--- src/rtl/serial_add_ctrl.sv ---
// ----------------------------------------------------------------------------
// serial_add_ctrl
//
// Purpose: bit-serial add/subtract sequencer. Two WIDTH-bit operands are
// accepted through a start/ready handshake and then pushed LSB-first through
// a single 1-bit fulladder, one bit per clock. The running carry lives in a
// flip-flop and the result is assembled in a shift register. This trades
// WIDTH-1 adder cells for WIDTH cycles of latency in multicycle ALU ops.
//
// Ports:
//   clk    - system clock, rising-edge
//   rst    - synchronous active-high reset
//   start  - begin an operation (taken only while ready=1)
//   op_sub - 0: a+b+cin, 1: a-b (cin ignored)
//   a, b   - WIDTH-bit operands, captured on an accepted start
//   cin    - carry-in for add, captured on an accepted start
//   ready  - high only while idle
//   done   - one-cycle pulse; sum/cout/ovf are valid in this cycle
//   sum    - result, held from done until the next done or reset
//   cout   - final carry-out (for subtract, 1 means no borrow)
//   ovf    - signed overflow (carry into MSB xor carry out of MSB)
// ----------------------------------------------------------------------------

// ----------------------------------------------------------------------------
// fulladder
//
// Purpose: the 1-bit full adder cell used by the serial datapath.
//
// Ports:
//   a, b, cin - addend bits and carry-in
//   s         - sum bit
//   cout      - carry-out
// ----------------------------------------------------------------------------
module fulladder (
    input  logic a,
    input  logic b,
    input  logic cin,
    output logic s,
    output logic cout
);

    assign s    = a ^ b ^ cin;
    assign cout = (a & b) | (cin & (a ^ b));

endmodule

module serial_add_ctrl #(
    parameter  int WIDTH = 8,
    localparam int CW    = $clog2(WIDTH + 1)
) (
    input  logic             clk,
    input  logic             rst,
    input  logic             start,
    input  logic             op_sub,
    input  logic [WIDTH-1:0] a,
    input  logic [WIDTH-1:0] b,
    input  logic             cin,
    output logic             ready,
    output logic             done,
    output logic [WIDTH-1:0] sum,
    output logic             cout,
    output logic             ovf
);

    typedef enum logic [1:0] {
        IDLE = 2'd0,
        RUN  = 2'd1,
        DONE = 2'd2
    } state_t;

    state_t           state;
    state_t           next_state;

    logic [WIDTH-1:0] a_sr;
    logic [WIDTH-1:0] b_sr;
    logic [WIDTH-1:0] sum_sr;
    logic [WIDTH-1:0] sum_shift;
    logic [CW-1:0]    cnt;
    logic             carry;
    logic             fa_sum;
    logic             fa_cout;
    logic             last_bit;

    fulladder u_fa (
        .a    (a_sr[0]),
        .b    (b_sr[0]),
        .cin  (carry),
        .s    (fa_sum),
        .cout (fa_cout)
    );

    // The new sum bit enters at the MSB so that after WIDTH shifts the LSB
    // computed first has arrived at bit 0. Written as shift/or so it also
    // holds for WIDTH=1 without a degenerate part-select.
    assign sum_shift = (sum_sr >> 1) | (WIDTH'(fa_sum) << (WIDTH - 1));
    assign last_bit  = (state == RUN) && (cnt == CW'(WIDTH - 1));

    always_ff @(posedge clk) begin
        if (rst) begin
            state <= IDLE;
        end else begin
            state <= next_state;
        end
    end

    always_comb begin
        next_state = state;
        case (state)
            IDLE:    if (start) next_state = RUN;
            RUN:     if (last_bit) next_state = DONE;
            DONE:    next_state = IDLE;
            default: next_state = IDLE;
        endcase
    end

    // Datapath and registered outputs. ready/done are derived from the next
    // state so they line up with the state register without any
    // combinational path from inputs to outputs. The result registers are
    // loaded on the final RUN cycle so they are already valid while done is
    // high; at that moment 'carry' is the carry into the MSB, so the overflow
    // flag is formed directly from it and the adder's carry-out.
    always_ff @(posedge clk) begin
        if (rst) begin
            ready  <= 1'b1;
            done   <= 1'b0;
            sum    <= '0;
            cout   <= 1'b0;
            ovf    <= 1'b0;
            a_sr   <= '0;
            b_sr   <= '0;
            sum_sr <= '0;
            cnt    <= '0;
            carry  <= 1'b0;
        end else begin
            ready <= (next_state == IDLE);
            done  <= (next_state == DONE);
            case (state)
                IDLE: begin
                    if (start) begin
                        a_sr   <= a;
                        b_sr   <= op_sub ? ~b : b;
                        carry  <= op_sub ? 1'b1 : cin;
                        cnt    <= '0;
                        sum_sr <= '0;
                    end
                end
                RUN: begin
                    a_sr   <= a_sr >> 1;
                    b_sr   <= b_sr >> 1;
                    sum_sr <= sum_shift;
                    carry  <= fa_cout;
                    cnt    <= cnt + CW'(1);
                    if (last_bit) begin
                        sum  <= sum_shift;
                        cout <= fa_cout;
                        ovf  <= carry ^ fa_cout;
                    end
                end
                default: begin
                end
            endcase
        end
    end

endmodule
--- config.mk ---
export PLATFORM = sky130hd
export DESIGN_NAME = serial_add_ctrl
export DESIGN_NICKNAME = d
export VERILOG_FILES = /design/src/rtl/serial_add_ctrl.sv
export SDC_FILE = /design/constraint.sdc
export NUM_CORES = 1
export LEC_CHECK = 0
export CAP_MARGIN = 10
export CORE_ASPECT_RATIO = 1.5
export CORE_UTILIZATION = 55
export DETAILED_ROUTE_END_ITERATION = 10
export GPL_ROUTABILITY_DRIVEN = 0
export PLACE_DENSITY = 0.84
export SYNTH_ARGS = -nofsm -noshare
export SYNTH_HDL_FRONTEND = slang
export SYNTH_SLANG_ARGS = --single-unit
--- constraint.sdc ---
create_clock -name clk -period 4.1 [get_ports clk]
set_input_delay 1.23 -clock clk [delete_from_list [all_inputs] [get_ports clk]]
set_output_delay 1.23 -clock clk [all_outputs]
set_load 0.03 [all_outputs]
==> results.yml, run 1 <==
placed_design:
  dp_cells: 245
  post-place-ws_ns: 1.19
  hpwl_mm: 2.76
  port_buffers: 32
power:
  power_per_cell_area_nw_per_um2: 369
  swShare_pct: 23.7
  pwr-share-seq_pct: 55.4
  p_leak_nw: 0.759
  combinationalPowerShare_pct: 12.1
  switchingPower_w: 0.000187
  p_int_w: 0.000602
  vdd_drop_max_uv: 373
  p_clk_share_pct: 32.5
yosys:
  ys_top_cells_by_count: "dfxtp_1, a22oi_1, a21oi_1, nor2_1, o22ai_1"
  syn_nets: 210
  synth-edff-count: 0
  yosysSeqAreaShare_pct: 48.1
  ys_types: 36
  synth_area_per_cell_sq_um: 9.35
  synth_top_area_share_pct: 48.1
  yosysMostFrequentCell: "dfxtp_1"
  async_reset_ff_share_pct: 0
  syn_area_sq_um: 1750
  synth_top_area_cell: "dfxtp_1"
  syn-instance-count: 187
  synth_seq_cells: 42
  yosys_most_used_dff: "dfxtp_1"
  yosys_warnings: 0
  synth_area_leaders: "dfxtp_1, a22oi_1, a21oi_1, o22ai_1, xnor2_1"
critical_path:
  reg2reg_depth: 3
  cp-start-kind: "primary input"
  reg2reg_to: "b_sr[3]"
  crit_family: "buffers and inverters"
  r2r-start: "state[0]"
  worst_ep_arrival_time_ns: 2.83
  path_cells: "clkdlybuf4s50_1 -> buf_4 -> inv_1 -> nand2_1 -> o22ai_1"
  cp.required_ns: 4.30
  path_class: "primary input to flop"
  max_stage_delay_ns: 0.45
  cp_max_fo: 31
  ff2ff_setup_slack_ns: 2.01
  worst_setup_path_end_kind: "flop"
  crit_slowest_cell: "inv_1"
  cp_num_buf_inv: 3
global_route:
  grt_use_total_pct: 26.3
  antenna_found_initial: 0
  grt_pass1_wl_mm: 6.41
  globalRouteOverflowTotal: 0
  grt_max_degree: 32
  first_global_vias: 1520
timing:
  setup_tns_ns: 0
  slew_violations: 0
  fmax_mhz: 379
  worst_pin_slew_ns: 1.12
  hold_violations: 0
  relSlewSlack_pct: 25.1
  clock_skew_ns: 0.00893
  grt_setup_unrepaired: "no"
  fin_ws_ns: 1.46
  layout_min_cycle_time_ns: 2.64
  finalCritPeriodShare_pct: 64.3
  setup_viol: 0
floorplan:
  start_util_pct: 58.8
  die_y_um: 71.0
  coreArea_sq_um: 2970
  row_count: 24
  pin_count: 33
  chipWidth_um: 48.0
  die_area_sq_um: 3410
routing:
  via_per_inst: 6.10
  wl_mm: 3.94
  first_pass_iters: 4
  drt_iter0_drc: 78
  wl_per_cell_um: 15.7
  drtAntennaViolNets: 0
  vias: 1530
  drc_errors: 0
clock_tree:
  clock_latency_ns: 0.29
  cts_tree: "yes"
  ctsResizeCount: 0
  cts_root_buffer: "clkbuf_8"
  ctsHoldBuffers: 0
  postCtsSetupBuffers: 0
  clkTransAtPathRegs_ns: 0.07
  cts_sinks: 42
  h-tree-depth: 2
  cts_max_path_buffers: 2
  cts_buffers: 5
run:
  drv_cap: 0
finish:
  multi_input_area_sq_um: 810
  antennaDiodeCount: 0
  drive_gt1_share_pct: 5.19
  fill_cells: 238
  final_cell_count_no_fill: 251
  syn_to_final_growth_pct: 22.4
  fin_util_pct: 72.0
  nets: 236
  regArea_sq_um: 841
hold_path:
  hp-start: "ovf"
  hold_depth: 2
  hold_class: "flop to flop"
  worstHoldEndpoint: "ovf"
run_status:
  outcome: "completed"
==> per-layer routing <==
metal  GRT usage (%)  routed length [um]
met1            27.4                1510
met2            45.3                2180
met3            6.63                 142
met4            13.3                 104
met5               0                   0
==> kinds of logic after synthesis <==
group,synth area share [%]
flip-flops,48.1
buffers and inverters,5.58
AO/OA/AOI/OAI,28.2
AND/OR/NAND/NOR,11.7
adder cells (fa/ha/maj),1.86
XOR/XNOR,4.51
==> stage by stage <==
step           power (W)  area (sq um)  hold slack, ns
2_1_floorplan   0.000504          1750           0.437
3_3_place_gp    0.000535          2060           0.451
3_5_place_dp    0.000541          2060           0.457
4_1_cts         0.000791          2140           0.466
5_1_grt         0.000820          2140           0.503
6_report        0.000789          2140           0.468
==> worst register-to-register path, delay by kind of cell, from the launching register on <==
kind / cells / cell delay (ns)
simple gates: 1 / 0.94
flops: 1 / 0.56
compound gates: 2 / 0.51
==> layout make-up <==
class	instances	area share, %
inverters	6	1.05
well taps	39	2.28
flip-flops and latches	42	39.3
multi-input cells	124	37.8
repair buffers	34	15.7
clock buffers	6	3.86
==> layout by cell type (no fill, tap or decap), drive strengths merged, types with 2 or more instances in the layout <==
master	count
a211oi	3
a21oi	15
a22oi	16
a31o	7
a31oi	3
and3	2
buf	2
clkbuf	6
clkdlybuf4s50	32
dfxtp	42
inv	6
nand2	6
nand2b	9
nand3	2
nor2	15
nor2b	2
o21ai	8
o22ai	12
o2bb2ai	2
xnor2	8
==> registers in the layout, indices dropped and copies added, names as in the netlist <==
register and cells:
a_sr 8, b_sr 8, sum 8, sum_sr 7, cnt 4, state 2, carry 1, cout 1
done 1, ovf 1, ready 1
==> worst max path at each step <==
stage | endpoint | from | slack (ns) | cells past startpoint
after global routing | b_sr[2] | rst | 1.34 | 5
after global placement | b_sr[6] | rst | 1.27 | 5
after detailed placement | b_sr[3] | rst | 1.19 | 5
after floorplan | b_sr[1] | rst | 2.09 | 3
final | b_sr[3] | rst | 1.46 | 5
after CTS | b_sr[3] | rst | 1.48 | 5
==> power groups by stage <==
stage | clock [W] | sequential [W] | combinational, W
finish | 0.000256 | 0.000437 | 0.0000957
global route | 0.000276 | 0.000439 | 0.000105
CTS | 0.000259 | 0.000436 | 0.0000955
detailed placement | 0 | 0.000446 | 0.0000952
global placement | 0 | 0.000444 | 0.0000908
floorplan | 0 | 0.000442 | 0.0000620
No activity file was read; power rests on OpenSTA's default activity.
==> run 2, diff against run 1 <==
--- a/config.mk
+++ b/config.mk
@@ -7,10 +7,10 @@
 export LEC_CHECK = 0
 export CAP_MARGIN = 10
 export CORE_ASPECT_RATIO = 1.5
-export CORE_UTILIZATION = 55
+export CORE_UTILIZATION = 46
 export DETAILED_ROUTE_END_ITERATION = 10
 export GPL_ROUTABILITY_DRIVEN = 0
-export PLACE_DENSITY = 0.84
+export PLACE_DENSITY = 0.75
 export SYNTH_ARGS = -nofsm -noshare
 export SYNTH_HDL_FRONTEND = slang
 export SYNTH_SLANG_ARGS = --single-unit
==> constraint.sdc (replaced) <==
create_clock -name clk -period 2.1 [get_ports clk]
set_input_delay 0.63 -clock clk [delete_from_list [all_inputs] [get_ports clk]]
set_output_delay 0.63 -clock clk [all_outputs]
set_load 0.03 [all_outputs]
==> run 2 against run 1 <==
- final area increased by 3.2%
- clock skew barely moved
- via count decreased by 2.8%
- sequential share of layout area decreased by 1.2 points
- combinational power increased by 100%
- total power grew 110%
- register-to-register slack worse by 1.4 ns
- setup slack got worse by 1.3 ns
- largest power group unchanged
==> results.yml, run 2 (synthesized netlist as in run 1, its figures left out) <==
run_status:
  outcome: "completed"
power:
  combinationalPowerShare_pct: 11.5
  vdd_drop_max_uv: 568
  swShare_pct: 23.6
  power_per_cell_area_nw_per_um2: 757
  switchingPower_w: 0.000395
  pwr-share-seq_pct: 51.0
  p_leak_nw: 0.800
  p_clk_share_pct: 37.5
  p_int_w: 0.00128
timing:
  relSlewSlack_pct: 69.4
  slew_violations: 0
  layout_min_cycle_time_ns: 1.95
  finalCritPeriodShare_pct: 92.7
  setup_viol: 0
  hold_violations: 0
  setup_tns_ns: 0
  fmax_mhz: 514
  clock_skew_ns: 0.00902
  worst_pin_slew_ns: 0.457
  grt_setup_unrepaired: "no"
  whs_ns: 0.475
finish:
  fill_cells: 329
  layout_commonest_cell: "dfxtp_1"
  regArea_sq_um: 841
  multi_input_area_sq_um: 810
  antennaDiodeCount: 0
  reg_top3: "a_sr (8), b_sr (8), sum (8)"
  fin_util_pct: 60.5
  syn_to_final_growth_pct: 26.3
  layout_common_cells: "dfxtp_1, clkdlybuf4s50_1, a22oi_1"
  drive_gt1_share_pct: 8.22
  nets: 241
critical_path:
  cp-start-kind: "flop"
  reg2reg_depth: 5
  max_stage_delay_ns: 0.68
  worst_setup_path_end_kind: "output port"
  ff2ff_setup_slack_ns: 0.63
  path_cells: "clkdlybuf4s50_1"
  reg2reg_to: "ovf"
  cp-startpoint: "sum[7]"
  worst_ep_arrival_time_ns: 1.32
  path_class: "flop to output port"
  cp_num_buf_inv: 1
  cp_num_cells: 1
  crit_end: "sum[7]"
  cp_max_fo: 2
  r2r-start: "carry"
  crit_slowest_cell: "clkdlybuf4s50_1"
  cp.required_ns: 1.47
  crit_family: "buffers and inverters"
global_route:
  globalRouteOverflowTotal: 0
  grt_max_degree: 31
  first_global_vias: 1413
  grt_use_total_pct: 21.7
  antenna_found_initial: 0
  grt_pass1_wl_mm: 6.55
floorplan:
  start_util_pct: 47.9
  pin_count: 33
  chipWidth_um: 52.3
  die_y_um: 77.5
  coreArea_sq_um: 3650
  die_area_sq_um: 4060
  row_count: 27
hold_path:
  hold_class: "flop to flop"
  hold_depth: 2
clock_tree:
  clkTransAtPathRegs_ns: 0.08
  postCtsSetupBuffers: 0
  cts_buffers: 5
  ctsResizeCount: 0
  cts_max_path_buffers: 2
  cts_tree: "yes"
  cts_root_buffer: "clkbuf_8"
  clock_latency_ns: 0.30
  h-tree-depth: 2
  ctsHoldBuffers: 0
  cts_sinks: 42
routing:
  vias: 1487
  wl_per_cell_um: 14.9
  wl_mm: 3.91
  drt_iter0_drc: 52
  first_pass_iters: 4
  via_per_inst: 5.68
  drc_errors: 0
  drtAntennaViolNets: 0
placed_design:
  port_buffers: 32
  hpwl_mm: 2.65
run:
  drv_cap: 0
## run 2: changes by cell type in the layout (fill, tap and decap cells not counted), sizes merged
cell	delta
buf	+5
clkinv	+2
bufinv	+1
clkbuf	-1
## run 2: routing by layer
layer | GRT usage (%) | up-vias | share of wire [%]
met5 | 0 | - | 0
met4 | 10.3 | 0 | 2.3
met3 | 4.71 | 8 | 3.7
met2 | 35.1 | 42 | 50
met1 | 26.4 | 700 | 44
li1 | - | 737 | -
## run 2: worst register-to-register path, cell delays in order (launching register included)
cell,delay (ns)
dfxtp_1,0.38
inv_1,0.08
fa_1,0.49
xnor2_1,0.23
nand4_1,0.12
o21ai_0,0.10
## run 2: worst min path at each step
stage | start | to
after global placement | ovf | ovf
final | ovf | ovf
after floorplan | cnt[2] | cnt[2]
after CTS | ovf | ovf
after global routing | cnt[2] | cnt[2]
after detailed placement | ovf | ovf
## run 2: layout make-up
| class | instances | share of cell area, % |
|---|---|---|
| Clock buffer | 5 | 3.12 |
| Tap cell | 43 | 2.44 |
| Inverter | 6 | 1.02 |
| Sequential cell | 42 | 38.1 |
| Multi-Input combinational cell | 124 | 36.7 |
| Clock inverter | 3 | 1.81 |
| Timing Repair Buffer | 39 | 16.9 |
## run 2: stage by stage
stage	worst slack (ns)	cells	power [W]	area [sq um]
after detailed placement	0.151	254	0.00106	2100
after global placement	0.200	254	0.00105	2100
final	0.154	262	0.00167	2210
after global routing	0.110	262	0.00174	2210
after CTS	0.142	262	0.00168	2210
after floorplan	0.686	187	0.000985	1750
## run 2: power by group through the flow
stage	logic (W)	clock network [W]	registers, W
2_1_floorplan	0.000121	0	0.000864
3_3_place_gp	0.000185	0	0.000868
3_5_place_dp	0.000191	0	0.000870
4_1_cts	0.000193	0.000636	0.000852
5_1_grt	0.000210	0.000674	0.000856
6_report	0.000192	0.000627	0.000853
